**src/rtl/irq_enc_pkg.sv**
```systemverilog
// Shared sizes and FSM encoding for the 32-line interrupt encoder.
package irq_enc_pkg;
    localparam int IRQ_N = 32;
    localparam int IRQ_W = 5;

    typedef enum logic {
        S_IDLE  = 1'b0,
        S_OFFER = 1'b1
    } irq_state_t;
endpackage

```
**src/rtl/pri_enc32.sv**
```systemverilog
// Combinational wrapping priority encoder: first set bit of r at or after start.
module pri_enc32
    import irq_enc_pkg::*;
(
    input  logic [IRQ_N-1:0] r,
    input  logic [IRQ_W-1:0] start,
    output logic [IRQ_W-1:0] idx,
    output logic             any
);
    logic [IRQ_N-1:0] rot;
    logic [IRQ_W-1:0] off;

    // Rotate so that bit 0 of rot is r[start]; the 5-bit index add wraps 31->0.
    genvar gi;
    generate
        for (gi = 0; gi < IRQ_N; gi++) begin : g_rot
            assign rot[gi] = r[start + IRQ_W'(gi)];
        end
    endgenerate

    always_comb begin
        off = '0;
        for (int i = IRQ_N - 1; i >= 0; i--) begin
            if (rot[i]) off = IRQ_W'(i);
        end
    end

    assign idx = start + off;
    assign any = |r;
endmodule

```
**src/rtl/irq_enc32.sv**
```systemverilog
// Sticky 32-line interrupt collector offering one index at a time over valid/ack.
// Define IRQ_ENC32_RR_EN for round-robin arbitration; default is lowest-index-first.
module irq_enc32
    import irq_enc_pkg::*;
(
    input  logic             clk,
    input  logic             clrn,
    input  logic [IRQ_N-1:0] req,
    input  logic [IRQ_N-1:0] mask,
    input  logic             ena,
    input  logic             ack,
    output logic             valid,
    output logic [IRQ_W-1:0] n,
    output logic [IRQ_N-1:0] pend
);
    irq_state_t       state_reg;
    logic [IRQ_N-1:0] pend_next;
    logic [IRQ_W-1:0] enc_idx;
    logic             enc_any;
    logic [IRQ_W-1:0] search_start;

    // A new request on the same edge as its acknowledge keeps the bit pending.
    genvar gi;
    generate
        for (gi = 0; gi < IRQ_N; gi++) begin : g_pend
            assign pend_next[gi] = req[gi] |
                                   (pend[gi] & ~(valid & ack & (n == IRQ_W'(gi))));
        end
    endgenerate

`ifdef IRQ_ENC32_RR_EN
    logic [IRQ_W-1:0] rr_ptr_reg;
    assign search_start = rr_ptr_reg + 1'b1;
`else
    assign search_start = '0;
`endif

    pri_enc32 u_pri_enc (
        .r     (pend & mask),
        .start (search_start),
        .idx   (enc_idx),
        .any   (enc_any)
    );

    always_ff @(posedge clk) begin
        if (!clrn) begin
            pend      <= '0;
            valid     <= 1'b0;
            n         <= '0;
            state_reg <= S_IDLE;
`ifdef IRQ_ENC32_RR_EN
            rr_ptr_reg <= IRQ_W'(IRQ_N - 1);
`endif
        end else begin
            pend <= pend_next;
            case (state_reg)
                S_IDLE: begin
                    if (ena && enc_any) begin
                        n         <= enc_idx;
                        valid     <= 1'b1;
                        state_reg <= S_OFFER;
                    end
                end
                S_OFFER: begin
                    // n stays frozen until the consumer takes it.
                    if (ack) begin
                        valid     <= 1'b0;
                        state_reg <= S_IDLE;
`ifdef IRQ_ENC32_RR_EN
                        rr_ptr_reg <= n;
`endif
                    end
                end
                default: begin
                    valid     <= 1'b0;
                    state_reg <= S_IDLE;
                end
            endcase
        end
    end
endmodule

```
**config.mk**
```make
export PLATFORM = sky130hd
export DESIGN_NAME = irq_enc32
export DESIGN_NICKNAME = d
export VERILOG_FILES = /design/src/rtl/irq_enc_pkg.sv /design/src/rtl/pri_enc32.sv /design/src/rtl/irq_enc32.sv
export SDC_FILE = /design/constraint.sdc
export NUM_CORES = 1
export LEC_CHECK = 0
export BUFFER_PORTS_ARGS = -buffer_cell sky130_fd_sc_hd__buf_4
export CAP_MARGIN = 20
export CORE_MARGIN = 5
export CORE_UTILIZATION = 58
export CTS_BUF_LIST = sky130_fd_sc_hd__clkbuf_8
export DETAILED_ROUTE_END_ITERATION = 16
export PLACE_DENSITY = 0.84
export REMOVE_ABC_BUFFERS = 1
export SYNTH_ARGS = -nofsm -noshare
export SYNTH_HDL_FRONTEND = slang
export SYNTH_HIERARCHICAL = 1
export SYNTH_SLANG_ARGS = --single-unit
```
**constraint.sdc**
```tcl
create_clock -name clk -period 5.55 [get_ports clk]
set_input_delay 1.3875 -clock clk [delete_from_list [all_inputs] [get_ports clk]]
set_output_delay 1.3875 -clock clk [all_outputs]
set_load 0.1 [all_outputs]
```
==> impl_metrics.tcl, run 1 <==
set metrics [dict create \
    status "completed" \
    crit_buf_inv 1 \
    hold_buffers 0 \
    design_area_um2 6113 \
    cp_slowest_stage_delay_ps 600 \
    maxCapViolCount 0 \
    startpoint_type "primary input" \
    vias 4848 \
    synth_top_area_cell "mux4_2" \
    diodes 0 \
    p_seq_share_pct 22.4 \
    drtPass1Iterations 5 \
    post_dp_cell_area_um2 6007 \
    endpoint_kind "flip-flop" \
    vdd_drop_max_mv 0.2289 \
    most-common-layout-cells "buf_4, mux4_2, mux2i_1" \
    initial_utilization_pct 59.27 \
    fin_skew_ps 4.543 \
    ctsResizeCount 0 \
    yosysSeqAreaShare_pct 15.11 \
    first_global_vias 4911 \
    grt_setup_unrepaired "false" \
    tightest_slew_ps 540.4 \
    cts_setup_buffers 0 \
    netSwitchingFraction_pct 48.77 \
    power_frac_comb_pct 62.2 \
    wl_um 15090 \
    crit_path_max_fanout 5 \
    grt_first_pass_wirelength_um 24590 \
    clkTransAtPathRegs_ps 90 \
    setup_tns_ps 0 \
    antenna_found_initial 0 \
    area_delta_synth_final_pct 18.28 \
    grt_max_degree 45 \
    cts_made_buffers 5 \
    dp_hpwl_um 12190 \
    numPortBuffers 105 \
    synth.avg_cell_area_um2 10.13 \
    die_y_um 104.4 \
    clockPowerShare_pct 15.4 \
    hold_violations 0 \
    synthDistinctLibCells 68 \
    fin_crit_sh_pct 80.63 \
    nets 700 \
    numClockSinks 39 \
    worstPathArrival_ps 4650 \
    ant_nets 0 \
    critPathKind "primary input to flip-flop" \
    drc 0 \
    power_density_nw_per_um2 261.6 \
    wl_per_cell_um 20.90 \
    maxSlewViolCount 0 \
    max_freq_mhz 223.5 \
    finalSetupViolations 0 \
    synth.area.top_cells "mux4_2, dfxtp_1, mux2i_1, mux4_1, ha_1" \
    cts-root-buf "clkbuf_8" \
    clock_latency_ps 300 \
    clk_path_buf_depth 2 \
    cts_max_level 2 \
    cp_data_required_time_ps 5720 \
    synth-edff-count 0 \
    p_leak_nw 2.679 \
    ys_warn_count 6 \
    dominantRegCellSynth "dfxtp_1" \
    coreArea_um2 8721 \
    hold_path.class "flip-flop to flip-flop" \
    layout_commonest_cell "buf_4" \
    switchingPower_mw 0.7799 \
    p_int_mw 0.8191 \
    max_slew_margin_pct 63.92 \
    drtIter0Drc 376 \
    rows 34 \
    grt_overflow 0 \
    dieArea_um2 10900 \
    syn_inst 510 \
    place_congestion 0.9404 \
    crit_family "multiplexers" \
    regMostFlops "pend" \
    fin_crit_ps 4475 \
    synth-seq-cells 39 \
    track_usage_pct 27.25 \
    tritoncts "done" \
    netlist_area_um2 5169 \
    largestRegisters "pend (32), n (5)" \
    routed_via_density 6.715 \
    async_reset_ff_share_pct 0 \
    path_cells "buf_4 -> and2_1 -> mux4_1 -> mux4_2 -> mux2_4 -> a31o_1 -> o21ba_1 -> o31ai_2 -> a21boi_1 -> o31a_1 -> ha_1 -> xnor2_1 -> nand2_1 -> mux2i_1" \
    drive_above_1_share_pct 31.92 \
    largest_reg_flops 32 \
    ioPinCount 106 \
    cp_slowest_cell "mux4_1" \
    yosysTopAreaCellShare_pct 23.97 \
    fp.dieW_um 104.4 \
]
==> per-layer routing <==
metal	part of all wire, %	vias to the layer above	GRT usage (%)
met3	7.9	27	5.090
met5	0	-	0
met4	2.4	0	9.066
met2	49	227	45.66
met1	41	2424	35.36
li1	-	2170	-
==> stage by stage <==
| step | setup WS, ps | instances | total power, mW | utilization (%) | hold slack, ps |
|---|---|---|---|---|---|
| final | 1075 | 722 | 1.599 | 70.10 | 512.9 |
| after floorplan | 1210 | 500 | 1.104 | - | 492.7 |
| after CTS | 1132 | 722 | 1.562 | 70.10 | 508.4 |
| after global placement | 919.4 | 715 | 1.303 | 68.88 | 479.1 |
| after global routing | 838.0 | 722 | 1.684 | 70.10 | 525.6 |
| after detailed placement | 813.3 | 715 | 1.320 | 68.88 | 487.9 |
==> worst min-delay path, cell delays in order (launching register included) <==
cell and delay (ps):
dfxtp_1 350, nand2_1 60, mux2i_1 50
==> final cells by class <==
type	count	area (um^2)
sequential	39	780.7
multi-input combinational	431	4175
clock inverter	2	37.54
timing repair buffer	107	803.3
fill	624	2608
inverter	30	112.6
clock buffer	5	68.82
tap	108	135.1
==> power groups by stage <==
stage | Combinational [mW] | Clock, mW | Sequential [mW]
floorplan | 0.530 | 0 | 0.573
detailed placement | 0.958 | 0 | 0.362
finish | 0.995 | 0.246 | 0.357
global placement | 0.946 | 0 | 0.358
global route | 1.07 | 0.257 | 0.361
CTS | 0.961 | 0.245 | 0.356
==> final timing paths <==
| check | start | slack, ps | endpoint | depth (start not counted) |
|---|---|---|---|---|
| worst min-delay path | n[0]$_SDFFE_PN0P_ | 510 | n[0]$_SDFFE_PN0P_ | 2 |
| worst min register to register | n[0]$_SDFFE_PN0P_ | 510 | n[0]$_SDFFE_PN0P_ | 2 |
| worst max register to register | pend[30]$_SDFF_PN0_ | 1910 | n[2]$_SDFFE_PN0P_ | 13 |
| worst max-delay path | mask[30] | 1080 | n[2]$_SDFFE_PN0P_ | 14 |
==> Yosys cell counts, drive strengths merged (5+ instances only) <==
master,n
buf,23
a41oi,16
mux4,65
ha,17
nor2,24
mux2i,45
and2,34
nand2,35
o21ai,35
inv,29
clkbuf,7
dfxtp,39
a21boi,6
nand4,5
a21oi,16
xor2,5
nand3,5
a31oi,17
xnor2,22
nor4,9
==> logic make-up (layout without fill, tap and decap cells) <==
| logic type | after synthesis | count (layout) | synth area share [%] |
|---|---|---|---|
| multiplexers | 114 | 114 | 38.71 |
| AND/OR/NAND/NOR | 139 | 139 | 15.61 |
| adder cells (fa/ha/maj) | 18 | 18 | 4.502 |
| AO/OA/AOI/OAI | 112 | 112 | 15.35 |
| other | 1 | 21 | 0.07255 |
| buffers and inverters | 60 | 144 | 5.567 |
| flip-flops | 39 | 39 | 15.11 |
| XOR/XNOR | 27 | 27 | 5.084 |
No activity file was read; power rests on OpenSTA's default activity.
==> inputs of run 2 (changes only) <==
clock period = 4.4 ns   (was 5.55 ns; I/O delays follow)
==> run 2 against run 1 <==
Effect of this change:
- register-to-register slack got worse by 1100 ps
- power increased by 27%
- critical path depth decreased by 1
- non-clock buffer count up 9
- clock power rose by 23%
- combinational power increased by 29%
- via count increased by 0.99%
- critical endpoint is now n[1]$_SDFFE_PN0P_
- clock-buffer cell count stayed put
- core utilization up 0.77 points
==> impl_metrics.tcl, run 2 (synthesis results as in run 1) <==
set metrics [dict create \
    p_int_mw 1.042 \
    crit_buf_inv 2 \
    routed_via_density 6.698 \
    clock_latency_ps 290 \
    fin_skew_ps 4.191 \
    whs_ps 501.2 \
    r2r_slack_ps 830 \
    setup_tns_ps 0 \
    cts_setup_buffers 0 \
    diodes 0 \
    endpoint_kind "flip-flop" \
    antenna_found_initial 0 \
    cp_data_required_time_ps 4620 \
    area_delta_synth_final_pct 19.58 \
    crit_family "multiplexers" \
    whs_path_depth 2 \
    layoutNonFillerInstCount 731 \
    cp_slowest_cell "mux4_2" \
    grt_setup_unrepaired "false" \
    hold_path.class "flip-flop to flip-flop" \
    dieArea_um2 10900 \
    initial_utilization_pct 59.27 \
    status "completed" \
    grt_overflow 0 \
    grt_first_pass_wirelength_um 24930 \
    cts_max_level 2 \
    hp-start "n[0]$_SDFFE_PN0P_" \
    power_mw 2.023 \
    most-common-layout-cells "buf_4, mux4_2, mux2i_1" \
    tightest_slew_ps 469.3 \
    drc 0 \
    reg2regPathDepth 12 \
    finalSetupViolations 0 \
    coreArea_um2 8721 \
    grt_max_degree 45 \
    die_y_um 104.4 \
    netSwitchingFraction_pct 48.50 \
    fin_crit_ps 4128 \
    track_usage_pct 27.76 \
    cts_made_buffers 5 \
    regMostFlops "pend" \
    p_seq_share_pct 22.0 \
    vdd_drop_max_mv 0.2579 \
    layout_commonest_cell "buf_4" \
    worstPathArrival_ps 4350 \
    critPathKind "primary input to flip-flop" \
    p_leak_nw 2.723 \
    nets 709 \
    hold_buffers 0 \
    hold_violations 0 \
    ioPinCount 106 \
    power_density_nw_per_um2 327.3 \
    maxCapViolCount 0 \
    fin_crit_sh_pct 93.82 \
    startpoint_type "primary input" \
    power_frac_comb_pct 63.0 \
    max_freq_mhz 242.3 \
    ctsResizeCount 0 \
    wl_um 15500 \
    numPortBuffers 105 \
    numClockSinks 39 \
    wl_per_cell_um 21.21 \
    vias 4896 \
    cp_slowest_stage_delay_ps 550 \
    clk_path_buf_depth 2 \
    ant_nets 0 \
    cp-startpoint "mask[24]" \
    maxSlewViolCount 0 \
    design_area_um2 6181 \
    drtIter0Drc 453 \
    rows 34 \
    clockPowerShare_pct 15.0 \
    first_global_vias 4945 \
    cp.depth 13 \
    fp.dieW_um 104.4 \
    largestRegisters "pend (32), n (5)" \
    switchingPower_mw 0.9812 \
    max_slew_margin_pct 67.82 \
    dp_hpwl_um 12350 \
    tritoncts "done" \
    largest_reg_flops 32 \
    post_dp_cell_area_um2 6075 \
    path_cells "buf_4 -> and2_1 -> mux4_2 -> mux4_2 -> mux2i_1 -> a21oi_1 -> o31ai_1 -> a21oi_1 -> o41a_1 -> fa_1 -> inv_1 -> nand2_1 -> mux2i_1" \
    crit_path_max_fanout 5 \
    reg2reg_from "pend[24]$_SDFF_PN0_" \
    drive_above_1_share_pct 32.91 \
    placed_cells 724 \
    drtPass1Iterations 5 \
    clkTransAtPathRegs_ps 80 \
    place_congestion 0.9268 \
    cts-root-buf "clkbuf_8" \
]
run 2: power by group through the flow:
stage / Clock (mW) / Combinational [mW] / Sequential (mW)
after floorplan: 0 / 0.669 / 0.723
after global placement: 0 / 1.20 / 0.450
after detailed placement: 0 / 1.22 / 0.451
after CTS: 0.306 / 1.23 / 0.444
after global routing: 0.325 / 1.35 / 0.452
final: 0.303 / 1.28 / 0.445
run 2: stage by stage:
stage	worst slack, ps	utilization, %
after detailed placement	2.808	69.66
after global placement	137.5	69.66
final	272.0	70.88
after floorplan	347.7	-
after CTS	309.9	70.88
after global routing	114.1	70.88
run 2: final cells by class:
class	instances	area (um^2)
tap	108	135.1
fill	603	2540
clock inverter	2	37.54
clock buffer	5	68.82
inverter	30	112.6
sequential	39	780.7
multi-input combinational	431	4175
timing repair buffer	116	870.8
run 2: metal layers:
layer / wire [um] / up-vias / track usage [%]
li1: - / 2199 / -
met4: 340 / 0 / 8.418
met2: 7824 / 257 / 47.69
met5: 0 / - / 0
met1: 6130 / 2415 / 35.47
met3: 1206 / 25 / 4.904
run 2: worst paths after layout:
| check | to |
|---|---|
| worst max-delay path | n[1]$_SDFFE_PN0P_ |
| worst min-delay path | n[0]$_SDFFE_PN0P_ |
| worst max register to register | n[1]$_SDFFE_PN0P_ |
| worst min register to register | n[0]$_SDFFE_PN0P_ |
run 2: worst register-to-register path: cells and delay by family, from the launching register on:
family          cells  cell delay (ps)
compound gates      4              940
fa+ha+maj           1              450
buf+inv             1               70
flops               1              330
mux                 4             1500
simple gates        2              220
==> inputs of run 3 (changes only) <==
--- a/config.mk
+++ b/config.mk
@@ -8,5 +8,6 @@
 export BUFFER_PORTS_ARGS = -buffer_cell sky130_fd_sc_hd__buf_4
 export CAP_MARGIN = 20
-export CORE_MARGIN = 5
+export CORE_ASPECT_RATIO = 0.6
+export CORE_MARGIN = 4
 export CORE_UTILIZATION = 58
 export CTS_BUF_LIST = sky130_fd_sc_hd__clkbuf_8
==> constraint.sdc (replaced) <==
create_clock -name clk -period 4.4 [get_ports clk]
set_input_delay 0.44 -clock clk [delete_from_list [all_inputs] [get_ports clk]]
set_output_delay 0.44 -clock clk [all_outputs]
set_load 0.1 [all_outputs]
==> run 3 against run 2 <==
Effect of this change:
- wire length increased by 6.1%
- sequential cell count stayed put
- fmax rose by 11%
- register-to-register slack lost 140 ps
- critical path depth decreased by 1
- global-route usage grew 4.1 points
- worst hold slack got worse by 73 ps
- core utilization rose by 0.29 points
- setup slack improved by 420 ps
- non-clock buffer count is 9 lower
- highest routed layer unchanged
==> impl_metrics.tcl, run 3 (synthesis results as in run 1) <==
set metrics [dict create \
    status "completed" \
    startpoint_type "flip-flop" \
    initial_utilization_pct 60.18 \
    coreArea_um2 8588 \
    fin_skew_ps 8.023 \
    grt_overflow 0 \
    crit_buf_inv 1 \
    routed_via_density 6.748 \
    drc 0 \
    hold_path.class "primary input to flip-flop" \
    tightest_slew_ps 721.9 \
    fin_crit_sh_pct 84.22 \
    die_y_um 81.13 \
    drtIter0Drc 510 \
    antenna_found_initial 0 \
    grt_max_degree 45 \
    max_freq_mhz 269.9 \
    nets 700 \
    crit_family "multiplexers" \
    cts-root-buf "clkbuf_8" \
    maxCapViolCount 0 \
    cp_slowest_stage_delay_ps 540 \
    hold_violations 0 \
    path_cells "and2_1 -> mux4_2 -> mux4_2 -> mux2i_1 -> a21oi_1 -> o31ai_1 -> a21oi_1 -> o41a_1 -> fa_1 -> inv_1 -> nand2_1 -> mux2i_1" \
    ioPinCount 106 \
    numPortBuffers 105 \
    critPathKind "flip-flop to flip-flop" \
    power_mw 2.005 \
    vias 4906 \
    numClockSinks 39 \
    largestRegisters "pend (32), n (5)" \
    crit_path_max_fanout 5 \
    multiInputGateArea_um2 4175 \
    cts_max_level 2 \
    first_global_vias 4867 \
    cts_setup_buffers 0 \
    worstPathArrival_ps 3930 \
    cts_made_buffers 5 \
    finalSetupViolations 0 \
    maxSlewViolCount 0 \
    clkTransAtPathRegs_ps 80 \
    diodes 0 \
    drtPass1Iterations 5 \
    wl_um 16440 \
    clock_latency_ps 300 \
    regMostFlops "pend" \
    rows 26 \
    most-common-layout-cells "buf_4, mux4_2, mux2i_1" \
    track_usage_pct 31.82 \
    grt_first_pass_wirelength_um 25810 \
    max_slew_margin_pct 51.81 \
    largest_reg_flops 32 \
    place_congestion 0.9366 \
    wl_per_cell_um 22.62 \
    nFillCells 654 \
    cp_slowest_cell "mux4_2" \
    grt_setup_unrepaired "false" \
    fp.dieW_um 129.9 \
    ctsResizeCount 0 \
    vdd_drop_max_mv 0.3151 \
    dp_hpwl_um 13230 \
    p_leak_nw 2.685 \
    dieArea_um2 10540 \
    hold_buffers 0 \
    cp_data_required_time_ps 4620 \
    area_delta_synth_final_pct 18.25 \
    drive_above_1_share_pct 31.87 \
    layout_commonest_cell "buf_4" \
    ant_nets 0 \
    clk_path_buf_depth 2 \
    setup_tns_ps 0 \
    endpoint_kind "flip-flop" \
    power_density_nw_per_um2 328.1 \
    seq_area_um2 780.7 \
    tritoncts "done" \
    fin_crit_ps 3706 \
]
==> run 3: changes by cell type in the layout (fill, tap and decap cells not counted), sizes merged <==
cell,before,now
inv,29,30
buf,116,107
clkinvlp,1,0
clkbuf,5,7
bufinv,1,0
==> run 3: final cells by class <==
| class | instances | area share, % |
|---|---|---|
| Clock inverter | 1 | 0.06141 |
| Multi-Input combinational cell | 431 | 68.31 |
| Timing Repair Buffer | 107 | 13.14 |
| Clock buffer | 7 | 1.576 |
| Sequential cell | 39 | 12.77 |
| Tap cell | 112 | 2.293 |
| Inverter | 30 | 1.842 |
==> run 3: final timing paths <==
| path | from | endpoint | slack (ps) | cells past startpoint |
|---|---|---|---|---|
| max | pend[25]$_SDFF_PN0_ | n[1]$_SDFFE_PN0P_ | 690 | 12 |
| min | req[8] | pend[8]$_SDFF_PN0_ | 430 | 3 |
| max reg2reg | pend[25]$_SDFF_PN0_ | n[1]$_SDFFE_PN0P_ | 690 | 12 |
| min reg2reg | n[0]$_SDFFE_PN0P_ | n[0]$_SDFFE_PN0P_ | 520 | 2 |
==> run 3: worst register-to-register path, stage by stage (launching register included) <==
cell     delay, ps
dfxtp_1        330
and2_1         210
mux4_2         540
mux4_2         520
mux2i_1        280
a21oi_1        130
o31ai_1        340
a21oi_1        160
o41a_1         420
fa_1           460
inv_1           60
nand2_1         50
mux2i_1        140
==> run 3: layer usage <==
layer / wire (um) / vias to the layer above / track usage [%] / share of wire, %
met5: 0 / - / 0 / 0
met4: 244 / 0 / 5.809 / 1.5
met3: 2174 / 27 / 13.93 / 13
met2: 7223 / 297 / 48.36 / 44
met1: 6802 / 2406 / 42.85 / 41
li1: - / 2176 / - / -
==> run 3: per-stage QoR <==
stage / utilization, % / setup WS [ps] / instance area, um^2 / hold slack (ps) / instances
after detailed placement: 70.00 / 544.1 / 6012 / 508.5 / 719
after global placement: 70.00 / 622.1 / 6012 / 489.4 / 719
after floorplan: - / 611.3 / 5069 / 492.7 / 500
after global routing: 71.17 / 477.0 / 6112 / 419.6 / 727
final: 71.17 / 694.4 / 6112 / 428.6 / 727
after CTS: 71.17 / 733.5 / 6112 / 423.0 / 727
==> run 3: where the power goes <==
group          total [mW]  switching (mW)  leakage (nW)  internal, mW
Sequential          0.468          0.0771         0.326         0.391
Combinational        1.26           0.786          2.30         0.478
Clock               0.273           0.132        0.0557         0.141
Total                2.01           0.996          2.68          1.01
